### config.mk
export PLATFORM = sky130hd
export DESIGN_NAME = adc_block_averager
export DESIGN_NICKNAME = d
export VERILOG_FILES = /design/src/rtl/adc_pkg.sv /design/src/rtl/mv_scaler.sv /design/src/rtl/adc_block_averager.sv
export SDC_FILE = /design/constraint.sdc
export NUM_CORES = 1
export LEC_CHECK = 0
export ABC_AREA = 1
export ABC_CLOCK_PERIOD_IN_PS = 5100
export BUFFER_PORTS_ARGS = -buffer_cell sky130_fd_sc_hd__buf_2
export CAP_MARGIN = 10
export CORE_MARGIN = 2
export CORE_UTILIZATION = 35
export DETAILED_ROUTE_END_ITERATION = 8
export PLACE_DENSITY = 0.48
export SYNTH_ARGS = -nofsm -noshare
export SYNTH_HDL_FRONTEND = slang
export SYNTH_SLANG_ARGS = --single-unit
### constraint.sdc
create_clock -name clk -period 5.1 [get_ports clk]
set_input_delay 0.765 -clock clk [delete_from_list [all_inputs] [get_ports clk]]
set_output_delay 0.765 -clock clk [all_outputs]
set_load 0.02 [all_outputs]
### src/rtl/adc_pkg.sv
// adc_pkg: shared types and defaults for the ADC front-end channel and the
// display view mux that consumes its three 16-bit views.
package adc_pkg;

    localparam int VREF_MV_DEF = 3300;

    typedef enum logic [1:0] {
        DISP_RAW  = 2'b00,
        DISP_AVG  = 2'b01,
        DISP_VOLT = 2'b10
    } disp_mode_t;

    typedef logic [15:0] adc_view_t;

endpackage

### src/rtl/mv_scaler.sv
// mv_scaler: converts a finished block average into the scaled16 / mv views.
//   S1 captures avg16 on load, S2 holds avg16*VREF_MV and a copy of avg16,
//   and the output edge rounds the product to millivolts and publishes both
//   views together with a one-cycle out_valid.
// Ports:
//   clk, reset_n   clock, synchronous active-low reset
//   clear          flush: invalidates S1/S2, output registers hold
//   load, avg16    new block average entering S1
//   scaled16, mv   published views (change only together)
//   out_valid      one-cycle pulse when the views update
//   fire           combinational: the views update on this edge
module mv_scaler
    import adc_pkg::*;
#(
    parameter int VREF_MV = VREF_MV_DEF
) (
    input  logic      clk,
    input  logic      reset_n,
    input  logic      clear,
    input  logic      load,
    input  adc_view_t avg16,
    output adc_view_t scaled16,
    output adc_view_t mv,
    output logic      out_valid,
    output logic      fire
);

    // vld_pipe[0] tags S1, vld_pipe[1] tags S2.
    logic [1:0]  vld_pipe;
    adc_view_t   s1_avg;
    adc_view_t   s2_avg;
    logic [31:0] s2_prod;

    // A clear on the output edge still kills the block sitting in S2.
    assign fire = vld_pipe[1] & ~clear;

    always_ff @(posedge clk) begin
        if (!reset_n) begin
            vld_pipe  <= '0;
            s1_avg    <= '0;
            s2_avg    <= '0;
            s2_prod   <= '0;
            scaled16  <= '0;
            mv        <= '0;
            out_valid <= 1'b0;
        end else begin
            vld_pipe  <= clear ? 2'b00 : {vld_pipe[0], load};
            out_valid <= fire;
            if (load)
                s1_avg <= avg16;
            if (vld_pipe[0]) begin
                s2_prod <= 32'(s1_avg) * 32'(VREF_MV);
                s2_avg  <= s1_avg;
            end
            // Round half up; the largest product plus 0x8000 still fits 32 bits.
            if (fire) begin
                mv       <= 16'((s2_prod + 32'h0000_8000) >> 16);
                scaled16 <= s2_avg;
            end
        end
    end

endmodule

### src/rtl/adc_block_averager.sv
// adc_block_averager: per-channel ADC front end. Accumulates 2^LOG2_N samples
// per block and hands the left-justified 16-bit average to mv_scaler.
// Ports:
//   clk, reset_n        clock, synchronous active-low reset
//   clear               flush partial block and in-flight conversion
//   in_valid, in_code   one-cycle sample strobe and code
//   raw16               zero-extended last accepted code
//   scaled16, mv        block average views, updated together
//   out_valid           one-cycle pulse per completed block
//   blk_cnt             completed-block counter, wraps
module adc_block_averager
    import adc_pkg::*;
#(
    parameter int RAW_W   = 8,
    parameter int LOG2_N  = 8,
    parameter int VREF_MV = VREF_MV_DEF
) (
    input  logic             clk,
    input  logic             reset_n,
    input  logic             clear,
    input  logic             in_valid,
    input  logic [RAW_W-1:0] in_code,
    output adc_view_t        raw16,
    output adc_view_t        scaled16,
    output adc_view_t        mv,
    output logic             out_valid,
    output logic [7:0]       blk_cnt
);

    localparam int ACC_W = RAW_W + LOG2_N;

    if (ACC_W < 16 || LOG2_N < 1 || LOG2_N > 12) begin : g_bad_params
        $error("adc_block_averager: need RAW_W+LOG2_N >= 16 and LOG2_N in 1..12");
    end

    logic [ACC_W-1:0]  acc;
    logic [ACC_W-1:0]  sum;
    logic [LOG2_N-1:0] cnt;
    logic              accept;
    logic              last;
    adc_view_t         avg16;
    logic              fire;

    assign accept = in_valid & ~clear;
    assign last   = accept && (cnt == '1);
    // A full block of max codes fits ACC_W exactly, so no carry is lost.
    assign sum    = acc + ACC_W'(in_code);
    assign avg16  = 16'(sum >> (ACC_W - 16));

    always_ff @(posedge clk) begin
        if (!reset_n) begin
            acc   <= '0;
            cnt   <= '0;
            raw16 <= '0;
        end else if (clear) begin
            acc <= '0;
            cnt <= '0;
        end else if (accept) begin
            raw16 <= 16'(in_code);
            cnt   <= cnt + 1'b1;
            acc   <= last ? '0 : sum;
        end
    end

    always_ff @(posedge clk) begin
        if (!reset_n)
            blk_cnt <= '0;
        else if (fire)
            blk_cnt <= blk_cnt + 8'd1;
    end

    mv_scaler #(
        .VREF_MV (VREF_MV)
    ) u_scaler (
        .clk       (clk),
        .reset_n   (reset_n),
        .clear     (clear),
        .load      (last),
        .avg16     (avg16),
        .scaled16  (scaled16),
        .mv        (mv),
        .out_valid (out_valid),
        .fire      (fire)
    );

endmodule

==> results.json <==
{
  "cp_max_fo": 5,
  "drc": 0,
  "crit_end": "u_scaler.s2_prod[20]$_SDFFE_PN0P_",
  "clock_latency_ns": 0.42,
  "crit_path_start": "u_scaler.s1_avg[8]$_SDFFE_PN0P_",
  "dr.pass1.iters": 4,
  "antenna_found_initial": 0,
  "cts_buffers": 17,
  "drtAntennaViolNets": 0,
  "area_growth_pct": 12.9,
  "cts.path.max_buffers": 2,
  "avgSynthCellArea_um2": 7.10,
  "vias_per_cell": 4.51,
  "dieArea_um2": 26100,
  "yosysTopAreaCell": "dfxtp_1",
  "synth_top_family_by_area": "adder cells",
  "synthCells": 1224,
  "hold_depth": 2,
  "powerDensity_nw_per_um2": 222,
  "synth_adder_area_share_pct": 24.0,
  "place_area_um2": 9230,
  "path_class": "flip-flop to flip-flop",
  "antenna_cells": 0,
  "timing.setup.tns_ns": 0,
  "synth_compound_area_share_pct": 10.6,
  "cts_tree": "done",
  "chipHeight_um": 162,
  "r2r-end": "u_scaler.s2_prod[20]$_SDFFE_PN0P_",
  "synth_seq_area_share_pct": 27.0,
  "setup_viol": 0,
  "final_nets": 1425,
  "ys_ff_latch": 117,
  "core_um2": 24300,
  "outcome": "finished clean",
  "cts_num_sinks": 117,
  "power.leakage_nw": 5.37,
  "routabilityCongestion": 0.854,
  "start_util_pct": 35.7,
  "synth_simple_gate_area_share_pct": 23.0,
  "grt_pass1_wl_mm": 36.0,
  "drive_gt1_share_pct": 8.40,
  "cp_data_required_time_ns": 5.42,
  "reg2reg_from": "u_scaler.s1_avg[8]$_SDFFE_PN0P_",
  "drt-total-wl_mm": 21.5,
  "synth_xor_area_share_pct": 2.32,
  "ctsHoldBuffers": 0,
  "relSlewSlack_pct": 52.4,
  "fin_area_um2": 9800,
  "cap_violations": 0,
  "stdcell_count": 1610,
  "vias": 7255,
  "hpwl_mm": 17.1,
  "final_util_pct": 40.3,
  "ios": 69,
  "finalCritPeriodShare_pct": 87.4,
  "start_kind": "flip-flop",
  "io_buffers": 57,
  "arrival_ns": 4.78,
  "netlist_area_um2": 8680,
  "report.final.slew_viol_count": 0,
  "skew_ns": 0.00921,
  "tightestPinTransition_ns": 0.713,
  "clk_pin_slew_ns": 0.06,
  "synth_area_leaders": "dfxtp_1, ha_1, nand2_1, inv_1, fa_1",
  "synth_top_area_share_pct": 27.0,
  "wl_per_cell_um": 13.4,
  "dp_cells": 1578,
  "reg2reg_depth": 20,
  "hold_path.class": "flip-flop to flip-flop",
  "die_x_um": 162,
  "num_rows": 57,
  "synthMuxAreaShare_pct": 0,
  "fillers": 2567,
  "max_freq_mhz": 224,
  "rsz0062_at_grt": "false",
  "r2r_slack_ns": 0.64,
  "post_cts_buffers": 0,
  "grt_max_degree": 53,
  "grt_usage_pct": 17.4,
  "overflow": 0,
  "ir_worst_vdd_mv": 0.207,
  "cts_resized": 0,
  "yosysWarnings": 0,
  "cp-end-kind": "flip-flop",
  "drtIter0Drc": 368,
  "h-tree-depth": 4,
  "grt_pass1_vias": 7168,
  "finalHoldViolCount": 0,
  "cts_root_buf": "clkbuf_16",
  "post-route-min-period_ns": 4.46,
  "ys_types": 38
}
[state kept, by name, indices dropped and copies added, names as in the netlist]
register and count:
acc 16, blk_cnt 8, cnt 8, raw16 8, u_scaler.mv 13, u_scaler.out_valid 1, u_scaler.s1_avg 16, u_scaler.s2_avg 16
u_scaler.s2_prod 13, u_scaler.scaled16 16, u_scaler.vld_pipe 2
[worst min-delay path by stage]
stage | startpoint | to | slack, ns
floorplan | cnt[7]$_SDFFE_PP0P_ | cnt[7]$_SDFFE_PP0P_ | 0.44
global placement | cnt[7]$_SDFFE_PP0P_ | cnt[7]$_SDFFE_PP0P_ | 0.45
detailed placement | u_scaler.mv[12]$_SDFFE_PN0P_ | u_scaler.mv[12]$_SDFFE_PN0P_ | 0.45
CTS | u_scaler.mv[12]$_SDFFE_PN0P_ | u_scaler.mv[12]$_SDFFE_PN0P_ | 0.46
global route | acc[6]$_SDFFE_PP0P_ | acc[6]$_SDFFE_PP0P_ | 0.50
finish | u_scaler.mv[12]$_SDFFE_PN0P_ | u_scaler.mv[12]$_SDFFE_PN0P_ | 0.46
[report_power, final]
group	internal (W)	total, W	switching, W
Clock	0.000681	0.00116	0.000483
Combinational	0.0000231	0.0000864	0.0000633
Sequential	0.000921	0.000924	0.00000364
[final cells by class]
class / count / area [um^2] / share of cell area [%]
flip-flops and latches: 117 / 2340 / 23.9
multi-input cells: 829 / 5240 / 53.5
inverters: 247 / 927 / 9.46
repair buffers: 61 / 315 / 3.22
clock inverters: 15 / 146 / 1.49
well taps: 324 / 405 / 4.14
clock buffers: 17 / 425 / 4.34
[logic make-up after synthesis]
kind of cell / count (synthesis)
adders and majority gates: 140
xor gates and xnor gates: 23
AOI/OAI and AO/OA: 175
and+or+nand+nor: 480
DFF: 117
buffers and inverters: 288
other: 1
[critical path, stage by stage, from the launching register on]
cell,delay [ns]
dfxtp_1,0.37
ha_1,0.35
inv_1,0.07
fa_1,0.53
inv_1,0.05
fa_1,0.50
fa_1,0.55
inv_1,0.05
fa_1,0.49
inv_1,0.04
ha_1,0.35
nand2_1,0.17
inv_1,0.06
a21oi_1,0.28
nor2_1,0.07
nor2_1,0.13
nand2_1,0.07
nand2_1,0.05
nand3_1,0.06
nand2_1,0.08
inv_1,0.03
[through the flow]
step | power, W | worst slack (ns) | hold WS, ns
after floorplan | 0.00101 | 0.925 | 0.439
after global placement | 0.00103 | 0.673 | 0.451
after detailed placement | 0.00103 | 0.626 | 0.454
after CTS | 0.00221 | 0.611 | 0.463
after global routing | 0.00226 | 0.338 | 0.496
final | 0.00217 | 0.644 | 0.461
[synth_stat cells, drive strengths merged]
| library cell | count |
|---|---|
| o21bai | 2 |
| nor3 | 14 |
| nand4 | 16 |
| dfxtp | 117 |
| clkinv | 1 |
| fa | 44 |
| nand2 | 259 |
| conb | 1 |
| and2 | 3 |
| inv | 246 |
| nor4 | 1 |
| or2 | 1 |
| a21oi | 89 |
| a31o | 2 |
| clkbuf | 19 |
| o211ai | 1 |
| a211oi | 2 |
| nand3b | 3 |
| and3 | 2 |
| a21o | 4 |
| o21ai | 74 |
| nand3 | 49 |
| xnor2 | 4 |
| o21a | 1 |
| buf | 22 |
| ha | 96 |
| xor2 | 19 |
| nor2 | 132 |
[layout by cell type, fill, tap and decap left out, types with 2 or more instances in the layout]
cell,synthesis,final
nor3_1,14,14
a21o_1,4,4
buf_4,11,4
a211oi_2,2,2
and2_1,3,3
clkinvlp_4,0,4
xnor2_1,4,4
o21bai_1,2,2
inv_1,242,242
fa_1,44,44
nand4_1,16,16
nand3b_1,3,3
a21oi_1,89,89
ha_1,96,96
nand2_1,258,258
inv_2,4,4
nor2_1,128,128
clkbuf_16,0,17
inv_6,0,5
conb_1,1,11
clkinv_4,0,3
nor2_4,2,2
a31o_2,2,2
and3_1,2,2
xor2_1,19,19
buf_2,3,57
o21ai_0,69,69
dfxtp_1,117,117
nand3_1,48,48
o21ai_1,5,5
[routing by layer]
metal	vias to the layer above	part of all wire, %	GRT usage, %
li1	3890	-	-
met1	3248	47	22.2
met2	86	48	29.6
met3	31	2.3	2.47
met4	0	2.6	7.06
met5	-	0	0
Power figures use the tool's default switching activity.
